File: src/rtl/countdown_timer.sv
// Prescaled countdown timer: loads a count, decrements once per prescaled tick, and
// flags expiry with a one-cycle strobe and a sticky interrupt. Define TIMER_AUTORELOAD_EN for periodic reload.
module countdown_timer #(
  parameter int WIDTH          = 8,
  parameter int PRESCALE_WIDTH = 4
) (
  input  logic                      clock,
  input  logic                      reset,
  input  logic                      enable,
  input  logic                      start,
  input  logic                      stop,
  input  logic [WIDTH-1:0]          load_value,
  input  logic [PRESCALE_WIDTH-1:0] prescale,
  input  logic                      irq_ack,
  output logic [WIDTH-1:0]          count_value,
  output logic                      busy,
  output logic                      irq,
  output logic                      expired_pulse
);

  typedef enum logic [1:0] {
    IDLE    = 2'd0,
    RUNNING = 2'd1,
    EXPIRED = 2'd2
  } state_t;

  state_t                    state_reg, state_next;
  logic [WIDTH-1:0]          count_reg, count_next;
  logic [PRESCALE_WIDTH-1:0] prescaler_reg, prescaler_next;
  logic [PRESCALE_WIDTH-1:0] prescale_reg, prescale_next;
  logic                      busy_reg, busy_next;
  logic                      irq_reg, irq_next;
  logic                      pulse_reg, pulse_next;
  logic                      tick;
  logic                      expiry;
`ifdef TIMER_AUTORELOAD_EN
  logic [WIDTH-1:0]          reload_reg, reload_next;
`endif

  always_ff @(posedge clock or posedge reset) begin
    if (reset) begin
      state_reg     <= IDLE;
      count_reg     <= '0;
      prescaler_reg <= '0;
      prescale_reg  <= '0;
      busy_reg      <= 1'b0;
      irq_reg       <= 1'b0;
      pulse_reg     <= 1'b0;
`ifdef TIMER_AUTORELOAD_EN
      reload_reg    <= '0;
`endif
    end else begin
      state_reg     <= state_next;
      count_reg     <= count_next;
      prescaler_reg <= prescaler_next;
      prescale_reg  <= prescale_next;
      busy_reg      <= busy_next;
      irq_reg       <= irq_next;
      pulse_reg     <= pulse_next;
`ifdef TIMER_AUTORELOAD_EN
      reload_reg    <= reload_next;
`endif
    end
  end

  always_comb begin
    state_next     = state_reg;
    count_next     = count_reg;
    prescaler_next = prescaler_reg;
    prescale_next  = prescale_reg;
    pulse_next     = 1'b0;
    tick           = 1'b0;
    expiry         = 1'b0;
`ifdef TIMER_AUTORELOAD_EN
    reload_next    = reload_reg;
`endif

    // stop outranks start, and both outrank the prescaled tick
    if (stop) begin
      state_next = IDLE;
    end else if (start) begin
      state_next     = RUNNING;
      count_next     = load_value;
      prescale_next  = prescale;
      prescaler_next = '0;
`ifdef TIMER_AUTORELOAD_EN
      reload_next    = load_value;
`endif
    end else if (state_reg == RUNNING && enable) begin
      if (prescaler_reg == prescale_reg) begin
        tick           = 1'b1;
        prescaler_next = '0;
      end else begin
        prescaler_next = prescaler_reg + 1'b1;
      end
      if (tick) begin
        // counts of 1 and 0 both expire, so the count never wraps to all-ones
        if (count_reg > WIDTH'(1)) begin
          count_next = count_reg - 1'b1;
        end else begin
          expiry = 1'b1;
        end
      end
    end

    if (expiry) begin
      pulse_next = 1'b1;
`ifdef TIMER_AUTORELOAD_EN
      count_next = reload_reg;
`else
      count_next = '0;
      state_next = EXPIRED;
`endif
    end

    if (expiry) begin
      irq_next = 1'b1;
    end else if (irq_ack) begin
      irq_next = 1'b0;
    end else begin
      irq_next = irq_reg;
    end

    busy_next = (state_next == RUNNING);
  end

  assign count_value   = count_reg;
  assign busy          = busy_reg;
  assign irq           = irq_reg;
  assign expired_pulse = pulse_reg;

endmodule

File: config.mk
export PLATFORM = sky130hd
export DESIGN_NAME = countdown_timer
export DESIGN_NICKNAME = d
export VERILOG_FILES = /design/src/rtl/countdown_timer.sv
export SDC_FILE = /design/constraint.sdc
export NUM_CORES = 1
export LEC_CHECK = 0
export ABC_AREA = 1
export BUFFER_PORTS_ARGS = -buffer_cell sky130_fd_sc_hd__buf_2
export CORE_MARGIN = 2
export CORE_UTILIZATION = 47
export CTS_CLUSTER_SIZE = 25
export DETAILED_ROUTE_END_ITERATION = 6
export GPL_TIMING_DRIVEN = 0
export PLACE_DENSITY = 0.74
export SKIP_LAST_GASP = 1
export SYNTH_ARGS = -nofsm -noshare
export SYNTH_HDL_FRONTEND = slang
export SYNTH_SLANG_ARGS = --single-unit
File: constraint.sdc
create_clock -name clock -period 1.3 [get_ports clock]
set_input_delay 0.065 -clock clock [delete_from_list [all_inputs] [get_ports clock]]
set_output_delay 0.065 -clock clock [all_outputs]
set_load 0.02 [all_outputs]
# Word-level counts from Yosys, hierarchy flattened
# Cells that the tools add are included.
# word_totals
register_bits,21
in_bits,18
word_cells,48
# op_classes
addsub,2
n_lt_le_gt_ge,1
n_eq_ne,4
muxes,24
bitwise_logic,1
n_reduce_logical,9
# op_table
operator,n
$mux W8,6
$mux W1,12
$mux W4,3
$reduce_bool A3 Y1,3
$gt A8 B1 Y1 const B,1
$sub A8 B1 Y8 const B,1
$mux W2,3
$add A4 B1 Y4 const B,1
$eq A2 B1 Y1 const B,2
$eq A4 B4 Y1,1
$reduce_and A2 Y1,2
$reduce_and A4 Y1,1
$reduce_bool A2 Y1,2
$ne A2 B1 Y1 const B,1
$logic_and A1 B1 Y1,1
$not A1 Y1,1

# Depth between registers and ports, before layout
# Gate-level depths: netlist of the first run.
# depth
ltp_word,11
depth_mapped,10

# Least setup slack after synthesis of the first run
# OpenSTA, ideal clock, no wires.
# synth_timing
path_kind,reg2reg
startpoint,"register count_reg[0], in the netlist count_value[0]"
endpoint,"register count_reg[6], in the netlist count_value[6]"
setup_time_ns,0.065
arrival_time_ns,1.472
required_time_ns,1.235
path_slack_ns,-0.237
stages_incl_launch_ff,10
path_buffers,1
path_cell_list,dfrtp_1 inv_1 ha_1 o21a_1 nand2_1 nor2_1 nand2_1 buf_6 nand3_1 nand2_1
# synth_between
elab_chain_cells,8
# synth_lines
item,line_no,source
"start, declared",28,"logic [WIDTH-1:0] count_reg, count_next;"
"start signal, assigned",54,count_reg <= count_next;
$gt A8 B1 Y1,98,if (count_reg > WIDTH'(1)) begin
$mux W1,98,
$mux W1,96,if (tick) begin
$mux W1,89,end else if (state_reg == RUNNING && enable) begin
$mux W1,81,end else if (start) begin
$mux W1,79,if (stop) begin
$ne A2 B1 Y1 (no source line) / $reduce_bool A3 Y1 (equally long branches),n/a,
$reduce_and A4 Y1 (no source line),n/a,
# Several ways; a longest one is shown, not always the timed one. The select of a mux whose other input is x is not followed.
# A chain may end at the register's enable or synchronous reset.

# Worst setup path after layout of the first run
# Ends and elaborated chain as after synthesis.

==> results of run 1 <==
==> worst register-to-register path, stage by stage, from the launching register on <==
cell,delay (ns)
dfrtp_2,0.47
inv_4,0.08
ha_4,0.14
o21a_1,0.12
nand2_1,0.06
nor2_2,0.12
nand2_2,0.09
buf_6,0.15
nand3_2,0.05
nand2_1,0.05
==> cell type report <==
cell class | instances | share of cell area [%]
buffer | 2 | 0.893
sequential | 21 | 31.5
clock inverter | 1 | 0.298
timing repair buffer | 48 | 18.5
clock buffer | 3 | 1.34
inverter | 23 | 5.58
tap | 30 | 2.23
multi-input combinational | 124 | 39.7
==> placed cells by master (no fill, tap or decap), types with 2 or more instances in the layout <==
cell / instances
inv_4: 3
buf_4: 13
inv_1: 13
a21oi_1: 5
buf_2: 28
nor2_1: 17
nand2_1: 54
nand4_1: 3
dfrtp_2: 4
nand2_2: 6
dlygate4sd3_1: 5
inv_2: 7
nand3_2: 8
dfrtp_1: 17
nand3_1: 7
o21ai_0: 9
buf_6: 3
ha_4: 2
nor2_2: 6
clkbuf_4: 3
==> stage by stage <==
step / cells / util [%] / TNS [ns] / power [W] / hold slack [ns]
4_1_cts: 249 / 64.9 / -0.552 / 0.00206 / 0.00899
5_1_grt: 252 / 68.5 / -2.18 / 0.00230 / 0.0169
3_5_place_dp: 228 / 57.5 / -1.66 / 0.00161 / 0.258
6_report: 252 / 68.5 / -1.10 / 0.00213 / 0.0195
3_3_place_gp: 228 / 57.5 / -1.38 / 0.00158 / 0.246
2_1_floorplan: 170 / - / -0.622 / 0.00140 / 0.0414
==> power breakdown <==
part	internal, W	leakage, nW	switching (W)
clock	0.000114	0.0177	0.000207
sequential	0.000759	0.261	0.000109
combinational	0.000398	0.629	0.000542
==> cell families (layout without fill, tap and decap cells) <==
family	count (synthesis)	in the layout	share of synthesized area, %
and+or+nand+nor	102	102	34.9
buffers and inverters	25	77	8.65
DFF	21	21	43.8
AOI/OAI and AO/OA	18	18	8.76
adders and majority gates	3	3	3.13
xor gates and xnor gates	1	1	0.730
==> synthesized netlist by cell type <==
| cell | count |
|---|---|
| nor2_2 | 1 |
| buf_6 | 1 |
| inv_4 | 1 |
| a21oi_4 | 1 |
| inv_2 | 3 |
| a31oi_1 | 1 |
| o21ai_0 | 10 |
| nand2_2 | 3 |
| xor2_1 | 1 |
| dfrtp_1 | 21 |
| nand2_1 | 57 |
| ha_1 | 3 |
| inv_1 | 19 |
| nand4_1 | 3 |
| clkbuf_1 | 1 |
| o21a_1 | 1 |
| nand3_1 | 15 |
| a21oi_1 | 5 |
| nor2_1 | 23 |
==> final timing paths <==
| check | to | slack (ns) | depth (start not counted) |
|---|---|---|---|
| min reg2reg | irq | 0.54 | 2 |
| max | count_value[6] | -0.12 | 9 |
| min | prescale_reg[2] | 0.02 | 3 |
| max reg2reg | count_value[6] | -0.12 | 9 |
| min in group asynchronous | prescaler_reg[1] | 0.44 | 3 |
| max in group asynchronous | count_value[0] | 0.31 | 3 |
==> timing repair <==
item / 4_1_cts / 5_1_grt
setup endpoints to repair: 13 / 15
pin swaps: 3 / 26
setup buffers: 12 / 2
hold buffers: 5 / 0
cloned: 0 / 1
hold endpoints to repair: 26 / 0
resized for setup: 5 / 23
==> metal layers <==
layer  track usage, %  share of wire [%]  vias up  routed length [um]
li1                 -                  -      633                   -
met3             2.46                4.3        4                 125
met2             34.1                 49       30                1420
met4             6.25                1.2        0                  34
met5                0                  0        -                   0
met1             28.4                 46      552                1330
==> results_dict.tcl, run 1 <==
set metrics [dict create \
    ir_drop_v 0.000870 \
    slowest_stage "dfrtp_2" \
    vias 1219 \
    coreArea_um2 2450 \
    max_stage_delay_ns 0.47 \
    hp-class "in -> reg" \
    drv_cap 0 \
    totalWireLength_um 2910 \
    final_cell_area_um2 1680 \
    vias_per_cell 4.84 \
    rows 18 \
    ys_warn_count 0 \
    diodes 0 \
    crit_buf_inv 2 \
    placed_cell_area_um2 1410 \
    dp_hpwl_um 1950 \
    drtAntennaViolNets 0 \
    critPathMostFrequentCell "nand2_1" \
    crit_start "count_value[0]" \
    max_clock_freq_ghz 0.706 \
    p_per_area_nw_per_um2 1270 \
    firstDrtPassIters 4 \
    initialDrtViolationCount 17 \
    layout_worst_path_cycle_share_pct 109 \
    maxSlewHeadroom_pct 46.6 \
    cts_tree "done" \
    crit_family "flip-flops" \
    critPathRequiredTime_ns 1.50 \
    cts_num_sinks 21 \
    p_leak_nw 0.907 \
    violations "negative setup slack" \
    synthToLayoutAreaGrowth_pct 40.1 \
    die_w_um 54.5 \
    n_fill_cell 200 \
    hold_viol_final 0 \
    ys_types 19 \
    tightest_slew_ns 0.801 \
    multi_input_area_um2 667 \
    clock-skew-final_ns 0.00712 \
    fin_crit_ns 1.42 \
    overflow 0 \
    synth_fp_nets 191 \
    rsz0062_at_grt "true" \
    slew_viol_final 0 \
    startpoint_type "register" \
    hp-start "prescale[2]" \
    synth_area_leaders "dfrtp_1, nand2_1, nor2_1, nand3_1, inv_1" \
    crit_fanout 5 \
    grt_max_degree 22 \
    io_buffer_count 28 \
    setup_viol 13 \
    largest_reg_flops 8 \
    end_kind "register" \
    regArea_um2 531 \
    rr_startpoint "count_value[0]" \
    pre_cts_slack_ns -0.176 \
    htreeDepth 1 \
    initial_core_util_pct 48.9 \
    grt_usage_pct 20.7 \
    final_nets 244 \
    grt_first_pass_wirelength_um 4490 \
    criticalPathCategory "reg -> reg" \
    grt_pass1_vias 1093 \
    synth_area_um2 1200 \
    wl_per_cell_um 11.5 \
    syn_avg_cell_area_um2 7.06 \
    fin_ws_ns -0.116 \
    die-height_um 54.5 \
    routabilityCongestion 0.856 \
    status "finished with violations" \
    drive_gt1_share_pct 39.2 \
    synth_seq_cells 21 \
    cp.arrival_ns 1.62 \
    yosysSeqAreaShare_pct 43.8 \
    cts_buffers 3 \
    root_buffer "clkbuf_4" \
    path_cells "inv_4, ha_4, o21a_1, nand2_1, nor2_2, nand2_2, buf_6, nand3_2, nand2_1" \
    drc 0 \
    io_pins 29 \
    syn_inst 170 \
    clk-insertion-delay-late_ns 0.30 \
    yosysTopAreaCell "dfrtp_1" \
    die-area_um2 2970 \
    cts_max_path_buffers 2 \
    path_clk_slew_ns 0.13 \
    antenna_found_initial 0 \
    yosysTopAreaCellShare_pct 43.8 \
]
No activity file was read; power rests on OpenSTA's default activity.
==> run 2, diff against run 1 <==
--- a/config.mk
+++ b/config.mk
@@ -7,7 +7,7 @@
 export LEC_CHECK = 0
 export ABC_AREA = 1
 export BUFFER_PORTS_ARGS = -buffer_cell sky130_fd_sc_hd__buf_2
-export CORE_MARGIN = 2
+export CORE_MARGIN = 3
 export CORE_UTILIZATION = 47
 export CTS_CLUSTER_SIZE = 25
 export DETAILED_ROUTE_END_ITERATION = 6
==> results_dict.tcl, run 2 (synthesized netlist as in run 1, its figures left out) <==
set metrics [dict create \
    root_buffer "clkbuf_4" \
    initialDrtViolationCount 28 \
    startpoint_type "register" \
    layout_worst_path_cycle_share_pct 112 \
    clk-insertion-delay-late_ns 0.31 \
    cts_num_sinks 21 \
    pwr-share-clk_pct 15.2 \
    drv_cap 0 \
    slowest_stage "dfrtp_2" \
    p_leak_nw 0.930 \
    internal_power_w 0.00128 \
    dp_hpwl_um 2000 \
    violations "negative setup slack" \
    swShare_pct 41.3 \
    coreArea_um2 2320 \
    antenna_found_initial 0 \
    drtAntennaViolNets 0 \
    crit_end "count_value[1]" \
    maxSlewHeadroom_pct 47.2 \
    max_clock_freq_ghz 0.686 \
    io_buffer_count 28 \
    die-area_um2 3200 \
    critPathRequiredTime_ns 1.51 \
    seqPwrFrac_pct 40.6 \
    pwr-share-comb_pct 44.2 \
    r2r_end "count_value[1]" \
    grt_first_pass_wirelength_um 5380 \
    final_cell_area_um2 1700 \
    cts_buffers 3 \
    p_per_area_nw_per_um2 1280 \
    total_power_w 0.00218 \
    max_stage_delay_ns 0.47 \
    n_fill_cell 185 \
    totalWireLength_um 3160 \
    fin_crit_ns 1.46 \
    routabilityCongestion 0.869 \
    worstRegToRegCells 9 \
    hp-class "in -> reg" \
    vias_per_cell 5.12 \
    crit_start "count_value[0]" \
    setup_viol 14 \
    mostFrequentLayoutCells "nand2_1, buf_2, nor2_1, dfrtp_1, buf_4" \
    reg2reg_slack_ns -0.16 \
    clock-skew-final_ns 0.00806 \
    grt_pass1_vias 1288 \
    setup-tns-final_ns -1.65 \
    cts_max_path_buffers 2 \
    criticalPathCategory "reg -> reg" \
    vias 1295 \
    dp_cells 226 \
    crit_fanout 5 \
    end_kind "register" \
    layout.cells.non_filler 253 \
    rr_startpoint "count_value[0]" \
    grt_usage_pct 21.1 \
    final_util_pct 73.4 \
    placed_cell_area_um2 1410 \
    firstDrtPassIters 4 \
    die_w_um 56.5 \
    synthToLayoutAreaGrowth_pct 41.9 \
    ir_drop_v 0.00102 \
    slew_viol_final 0 \
    largest_reg_flops 8 \
    tightest_slew_ns 0.792 \
    p_sw_w 0.000899 \
    wl_per_cell_um 12.5 \
    grt_max_degree 22 \
    layout_commonest_cell "nand2_1" \
    rsz0062_at_grt "true" \
    hold_viol_final 0 \
    path_cells "inv_4, ha_4, o21a_1, nand2_2, nor2_2, nand2_2, buf_6, nand3_2, nand2_1" \
    initial_core_util_pct 51.8 \
    cp.arrival_ns 1.67 \
    fin_ws_ns -0.158 \
    overflow 0 \
    path_clk_slew_ns 0.13 \
    drive_gt1_share_pct 38.2 \
    final_nets 247 \
    critPathMostFrequentCell "nand2_2" \
    cts_tree "done" \
    io_pins 29 \
    status "finished with violations" \
    diodes 0 \
    drc 0 \
    die-height_um 56.5 \
    htreeDepth 1 \
    rows 17 \
]
-- run 2: changes by cell type in the layout (fill, tap and decap cells not counted), sizes merged --
cell  before  now
buf       44   47
-- run 2: worst min-delay path by stage --
stage | start | to | slack, ns | cells after the start
after floorplan | reset | busy | 0.04 | 1
after global placement | irq_ack | irq | 0.25 | 2
after detailed placement | reset | count_value[4] | 0.27 | 2
after CTS | stop | state_reg[0] | 0.008 | 4
after global routing | stop | state_reg[0] | 0.01 | 4
final | stop | state_reg[0] | 0.004 | 4
-- run 2: power by group through the flow --
stage	Clock [W]	Sequential, W	Combinational, W
2_1_floorplan	0	0.000967	0.000432
3_3_place_gp	0	0.000891	0.000694
3_5_place_dp	0	0.000900	0.000718
4_1_cts	0.000337	0.000871	0.000889
5_1_grt	0.000363	0.000899	0.00107
6_report	0.000331	0.000884	0.000962
-- run 2: through the flow --
step,hold WS [ns],setup slack (ns)
CTS,0.00805,-0.0798
global placement,0.248,-0.148
floorplan,0.0414,-0.0713
detailed placement,0.267,-0.195
global route,0.0101,-0.250
finish,0.00395,-0.158
-- run 2: worst max-delay path, delay by kind of cell (launching register included) --
| family | cells | cell delay [ns] |
|---|---|---|
| AO/OA/AOI/OAI | 1 | 0.15 |
| adder cells (fa/ha/maj) | 1 | 0.13 |
| buffers and inverters | 2 | 0.23 |
| flip-flops | 1 | 0.47 |
| AND/OR/NAND/NOR | 5 | 0.38 |
-- run 2: cell type report --
cell class | instances | area [um^2] | area share (%)
Timing Repair Buffer | 51 | 337 | 19.8
Sequential cell | 21 | 531 | 31.2
Clock inverter | 1 | 5.00 | 0.294
Clock buffer | 3 | 22.5 | 1.32
Multi-Input combinational cell | 124 | 664 | 39.0
Inverter | 23 | 93.8 | 5.51
Tap cell | 28 | 35.0 | 2.06
Buffer | 2 | 15.0 | 0.882
-- run 2: timing repair --
item | CTS | global route
setup buffers | 16 | 1
endpoints found under the setup margin | 14 | 17
pin swaps | 1 | 24
gates resized for setup | 12 | 15
cloned | 1 | 0
endpoints found under the hold margin | 25 | 0
hold buffers | 5 | 0
-- run 2: layer usage --
layer	global-route usage [%]	routed length, um	vias to the layer above
met3	2.53	198	7
met1	25.7	1320	597
met5	0	0	-
met4	6.78	43	0
met2	38.0	1600	49
li1	-	-	642
